### src/rtl/pipe_pkg.sv
// Shared control-payload types for the RV32 pipeline boundaries.
// Widths are exported so each pipe_stage_reg instance can size CTRL_W from its struct.
package pipe_pkg;

  typedef struct packed {
    logic pred_taken;
    logic fetch_fault;
  } if_id_ctrl_t;

  typedef struct packed {
    logic       reg_write;
    logic       mem_read;
    logic       mem_write;
    logic       mem_to_reg;
    logic       alu_src;
    logic       branch;
    logic       jump;
    logic [3:0] alu_op;
  } id_ex_ctrl_t;

  typedef struct packed {
    logic       reg_write;
    logic       mem_read;
    logic       mem_write;
    logic       mem_to_reg;
    logic [2:0] mem_funct3;
  } ex_mem_ctrl_t;

  typedef struct packed {
    logic reg_write;
    logic mem_to_reg;
  } mem_wb_ctrl_t;

  localparam int IF_ID_CTRL_W  = $bits(if_id_ctrl_t);
  localparam int ID_EX_CTRL_W  = $bits(id_ex_ctrl_t);
  localparam int EX_MEM_CTRL_W = $bits(ex_mem_ctrl_t);
  localparam int MEM_WB_CTRL_W = $bits(mem_wb_ctrl_t);

  // A bubble: every control bit deasserted.
  localparam logic [31:0] NOP_CTRL = '0;

endpackage

### src/rtl/pipe_entry.sv
// One pipeline slot: valid bit, control field (zeroed whenever empty) and data field.
// Flush beats load and clear for valid/ctrl; data is never touched by flush or clear.
module pipe_entry
  import pipe_pkg::*;
#(
  parameter int                 DATA_W     = 64,
  parameter int                 CTRL_W     = 8,
  parameter logic [DATA_W-1:0]  RESET_DATA = '0
) (
  input  logic              clk,
  input  logic              reset,
  input  logic              flush,
  input  logic              load,
  input  logic              clear,
  input  logic [CTRL_W-1:0] in_ctrl,
  input  logic [DATA_W-1:0] in_data,
  output logic              valid,
  output logic [CTRL_W-1:0] ctrl,
  output logic [DATA_W-1:0] data
);

  always_ff @(posedge clk or posedge reset) begin
    if (reset) begin
      valid <= 1'b0;
      ctrl  <= CTRL_W'(NOP_CTRL);
    end else if (flush) begin
      valid <= 1'b0;
      ctrl  <= CTRL_W'(NOP_CTRL);
    end else if (load) begin
      valid <= 1'b1;
      ctrl  <= in_ctrl;
    end else if (clear) begin
      valid <= 1'b0;
      ctrl  <= CTRL_W'(NOP_CTRL);
    end
  end

  always_ff @(posedge clk or posedge reset) begin
    if (reset) begin
      data <= RESET_DATA;
    end else if (load && !flush) begin
      data <= in_data;
    end
  end

endmodule

### src/rtl/pipe_stage_reg.sv
// Elastic pipeline stage: main entry M drives the outputs; with SKID=1 a second entry S
// absorbs one beat so in_ready is purely registered. Only handshake steering lives here.
module pipe_stage_reg
  import pipe_pkg::*;
#(
  parameter int                 DATA_W     = 64,
  parameter int                 CTRL_W     = 8,
  parameter logic [DATA_W-1:0]  RESET_DATA = '0,
  parameter bit                 SKID       = 1'b1
) (
  input  logic              clk,
  input  logic              reset,
  input  logic              flush,
  input  logic              in_valid,
  output logic              in_ready,
  input  logic [CTRL_W-1:0] in_ctrl,
  input  logic [DATA_W-1:0] in_data,
  output logic              out_valid,
  input  logic              out_ready,
  output logic [CTRL_W-1:0] out_ctrl,
  output logic [DATA_W-1:0] out_data,
  output logic [1:0]        occupancy
);

  logic              m_valid, s_valid;
  logic [CTRL_W-1:0] m_ctrl, s_ctrl, m_in_ctrl;
  logic [DATA_W-1:0] m_data, s_data, m_in_data;
  logic              accept, consume, m_load, m_clear, m_from_s;

  assign accept    = in_valid & in_ready & ~flush;
  assign consume   = m_valid & out_ready;
  assign m_clear   = consume & ~m_load;
  assign m_in_ctrl = m_from_s ? s_ctrl : in_ctrl;
  assign m_in_data = m_from_s ? s_data : in_data;

  pipe_entry #(.DATA_W(DATA_W), .CTRL_W(CTRL_W), .RESET_DATA(RESET_DATA)) u_main (
    .clk     (clk),
    .reset   (reset),
    .flush   (flush),
    .load    (m_load),
    .clear   (m_clear),
    .in_ctrl (m_in_ctrl),
    .in_data (m_in_data),
    .valid   (m_valid),
    .ctrl    (m_ctrl),
    .data    (m_data)
  );

  generate
    if (SKID) begin : g_skid
      logic m_free, s_load, s_clear;
      // M can take a new beat when it is empty or leaving this cycle; S always drains first.
      assign m_free   = ~m_valid | consume;
      assign m_load   = m_free & (s_valid | accept);
      assign m_from_s = s_valid;
      assign s_load   = accept & ~m_free;
      assign s_clear  = s_valid & m_free;
      assign in_ready = ~s_valid;

      pipe_entry #(.DATA_W(DATA_W), .CTRL_W(CTRL_W), .RESET_DATA(RESET_DATA)) u_skid (
        .clk     (clk),
        .reset   (reset),
        .flush   (flush),
        .load    (s_load),
        .clear   (s_clear),
        .in_ctrl (in_ctrl),
        .in_data (in_data),
        .valid   (s_valid),
        .ctrl    (s_ctrl),
        .data    (s_data)
      );
    end else begin : g_single
      assign m_load   = accept;
      assign m_from_s = 1'b0;
      assign s_valid  = 1'b0;
      assign s_ctrl   = '0;
      assign s_data   = '0;
      assign in_ready = ~m_valid | out_ready;
    end
  endgenerate

  assign out_valid = m_valid;
  assign out_ctrl  = m_valid ? m_ctrl : '0;
  assign out_data  = m_data;
  assign occupancy = {1'b0, m_valid} + {1'b0, s_valid};

endmodule

### config.mk
export PLATFORM = sky130hd
export DESIGN_NAME = pipe_stage_reg
export DESIGN_NICKNAME = d
export VERILOG_FILES = /design/src/rtl/pipe_pkg.sv /design/src/rtl/pipe_entry.sv /design/src/rtl/pipe_stage_reg.sv
export SDC_FILE = /design/constraint.sdc
export NUM_CORES = 1
export LEC_CHECK = 0
export CAP_MARGIN = 20
export CORE_UTILIZATION = 50
export DETAILED_ROUTE_END_ITERATION = 6
export PLACE_DENSITY = 0.8
export SYNTH_ARGS = -nofsm -noshare
export SYNTH_HDL_FRONTEND = slang
export SYNTH_SLANG_ARGS = --single-unit
### constraint.sdc
create_clock -name clk -period 6.9 [get_ports clk]
set_clock_uncertainty 0.15 [all_clocks]
set_input_delay 1.38 -clock clk [delete_from_list [all_inputs] [get_ports clk]]
set_output_delay 1.38 -clock clk [all_outputs]
set_load 0.02 [all_outputs]
==> results.yml <==
run_status:
  outcome: "finished, final reports clean"
floorplan:
  rows: 41
  ios: 153
  die-height_um: 115.3
  start_util: 0.5110
  die-area_mm2: 0.01330
  fp.coreArea_mm2: 0.01257
  die_x_um: 115.3
detailed_routing:
  drc: 0
  vias: 3894
  final_antenna_net_count: 0
  drtIter0Drc: 197
  top_layer_used: "met4"
  routed-wl-met2_mm: 6.456
  wl_met3_um: 716
  avgViaCountPerCell: 5.220
  routed_wl_mm: 12.75
  m1WireLength_mm: 5.400
  routedWlPerCell_um: 17.09
  dr.pass1.iters: 4
finish:
  mostFrequentLayoutCells: "181 x mux2_2, 152 x clkdlybuf4s50_1, 145 x dfrtp_1, 17 x clkbuf_16, 11 x mux2_1"
  drive_gt1_frac: 0.3937
  finalInstanceArea_mm2: 0.008628
  final_nets: 639
  diodes: 0
  syn_to_final_growth_pct: 34.35
  layout_commonest_cell: "mux2_2"
  final_util: 0.6865
timing:
  rsz0062_at_grt: "no"
  fmax_mhz: 292.8
  maxSlewViolCount: 0
  tightest_slew_ns: 1.078
  min_period_ns: 3.415
  tns_ns: 0
  hold_viol: 0
  relSlewSlack: 0.2816
  setup_viol: 0
  fin_ws_ns: 3.485
  finalCritPeriodShare: 0.4949
  hold_ws_ns: 0.3307
clock_tree:
  numCtsBuffers: 17
  clk_latency_ns: 0.42
  clk_pin_slew_ns: 0.06
  cts_sinks: 146
  post-cts-setup-buffers: 0
  ctsHoldBuffers: 0
  root_buffer: "clkbuf_16"
  cts_tree: "built"
  htreeDepth: 4
  post_cts_resized: 0
  clk_path_buf_depth: 2
setup_path:
  cp_slowest_cell: "clkdlybuf4s50_1"
  r2r-end: "u_main.data[13]"
  arrival_ns: 1.88
  cp_max_fo: 14
  reg2reg_depth: 5
  r2r-start: "g_skid.u_skid.valid"
  critPathTopFamily: "buffers and inverters"
  startpoint_type: "flip-flop"
  cp.required_ns: 5.37
  crit_path_end_kind: "output port"
  r2r_setup_slack_ns: 3.88
  cpPeakStageDelay_ns: 0.61
  worst-path-buf-inv: 1
  path_cells: "ha_1, clkdlybuf4s50_1"
  critPathKind: "flip-flop to output port"
power_and_ir_drop:
  power_frac_comb: 0.208
  seqPwrFrac: 0.430
  p_sw_frac: 0.2511
  p_leak_nw: 3.567
  p_clk_frac: 0.363
  powerDensity_mw_per_mm2: 301.3
  p_switching_w: 0.0006529
  p_int_w: 0.001947
  vdd_ir_drop_max_v: 0.0002471
global_routing:
  antenna_found_initial: 0
  grt.overflow.total: 0
  grt_pass1_vias: 4283
  grt_max_degree: 92
  grt_usage: 0.2119
  grt_pass1_wl_mm: 21.07
place:
  port_buffers: 152
  place.gp.congestion: 0.7245
  dp.final_hpwl_mm: 8.168
  dp_slack_ns: 3.086
  placed_cell_area_mm2: 0.008014
logic_synthesis:
  yosysWarnings: 0
  syn-cell-area_mm2: 0.006422
  ys_types: 27
  syn_inst: 413
  seq_area_frac_synth: 0.5689
  ys_ff_latch: 146
  avgSynthCellArea_um2: 15.55
  syn_nets: 491
job:
  drv_cap: 0
min_path:
  worstHoldEndpoint: "u_main.ctrl[7]"
  min_from: "u_main.ctrl[7]"
  min_path_cells: 1
  hold_path.class: "flip-flop to flip-flop"
[per-layer routing]
metal  GRT usage  up-vias
met5           0        -
met3     0.07116       13
met2      0.3553      103
li1            -     1795
met1      0.2523     1983
met4     0.08139        0
[power groups by stage]
| stage | registers [W] | clock network, W | logic (W) |
|---|---|---|---|
| floorplan | 0.00120 | 0 | 0.000223 |
| CTS | 0.00112 | 0.000961 | 0.000548 |
| detailed placement | 0.00113 | 0 | 0.000545 |
| global placement | 0.00112 | 0 | 0.000529 |
| finish | 0.00112 | 0.000943 | 0.000540 |
| global route | 0.00114 | 0.000998 | 0.000579 |
[metrics by stage]
stage	std cells	total power [W]
CTS	746	0.002627
global route	746	0.002717
floorplan	413	0.001419
global placement	714	0.001648
finish	746	0.002600
detailed placement	714	0.001675
[flip-flops by register name (all words and copies together), names as in the netlist]
signal and count:
g_skid.u_skid.data 64, g_skid.u_skid.ctrl 8, g_skid.u_skid.valid 1, u_main.ctrl 8, u_main.valid 1, u_main.data 64
[worst max path at each step]
stage / startpoint / end / slack, ns / depth (start not counted)
detailed placement: flush / g_skid.u_skid.data[60] / 3.09 / 4
CTS: u_main.valid / occupancy[0] / 3.43 / 2
floorplan: reset / g_skid.u_skid.ctrl[0] / 1.45 / 1
finish: u_main.valid / occupancy[0] / 3.49 / 2
global placement: flush / g_skid.u_skid.data[23] / 3.11 / 4
global route: u_main.valid / occupancy[0] / 3.38 / 2
[synth_stat cells]
master,number,area share
mux2_2,181,0.32
a21oi_1,1,0.00078
and3_1,1,0.00097
and2_1,8,0.0078
mux2i_1,8,0.012
or3_1,1,0.00097
ha_1,1,0.0019
a211oi_4,1,0.0031
a21oi_4,1,0.0025
nor2_2,1,0.00097
dfrtp_1,146,0.57
nor3_1,1,0.00078
nor3_4,1,0.0025
nand3_1,1,0.00078
a22o_1,8,0.011
buf_6,7,0.012
clkbuf_1,5,0.0029
o2bb2ai_1,8,0.011
and4bb_2,1,0.0019
buf_2,8,0.0062
nor2b_4,1,0.0021
nor2_1,1,0.00058
nand2b_1,1,0.00097
or3_4,1,0.0018
mux2_1,11,0.019
buf_4,6,0.0070
inv_1,2,0.0012
[cells by family after synthesis]
family / count (synthesis) / share of synthesized area
buf+inv: 28 / 0.02961
flops: 146 / 0.5689
compound gates: 19 / 0.02825
fa+ha+maj: 1 / 0.001948
mux: 200 / 0.3491
simple gates: 19 / 0.02221
[area by class of cell]
| class | instances | area, µm² |
|---|---|---|
| Sequential cell | 146 | 3657 |
| Tap cell | 172 | 215.2 |
| Timing Repair Buffer | 155 | 1544 |
| Inverter | 2 | 12.51 |
| Multi-Input combinational cell | 239 | 2585 |
| Clock inverter | 10 | 130.1 |
| Clock buffer | 22 | 484.2 |
| Fill cell | 901 | 3940 |
[worst register-to-register path, stage by stage (launching register included)]
cell and delay [ns]:
dfrtp_4 0.42, buf_4 0.84, nor2_2 0.19, nor3_4 0.16
buf_4 0.71, mux2_2 0.43
Power figures use the tool's default switching activity.
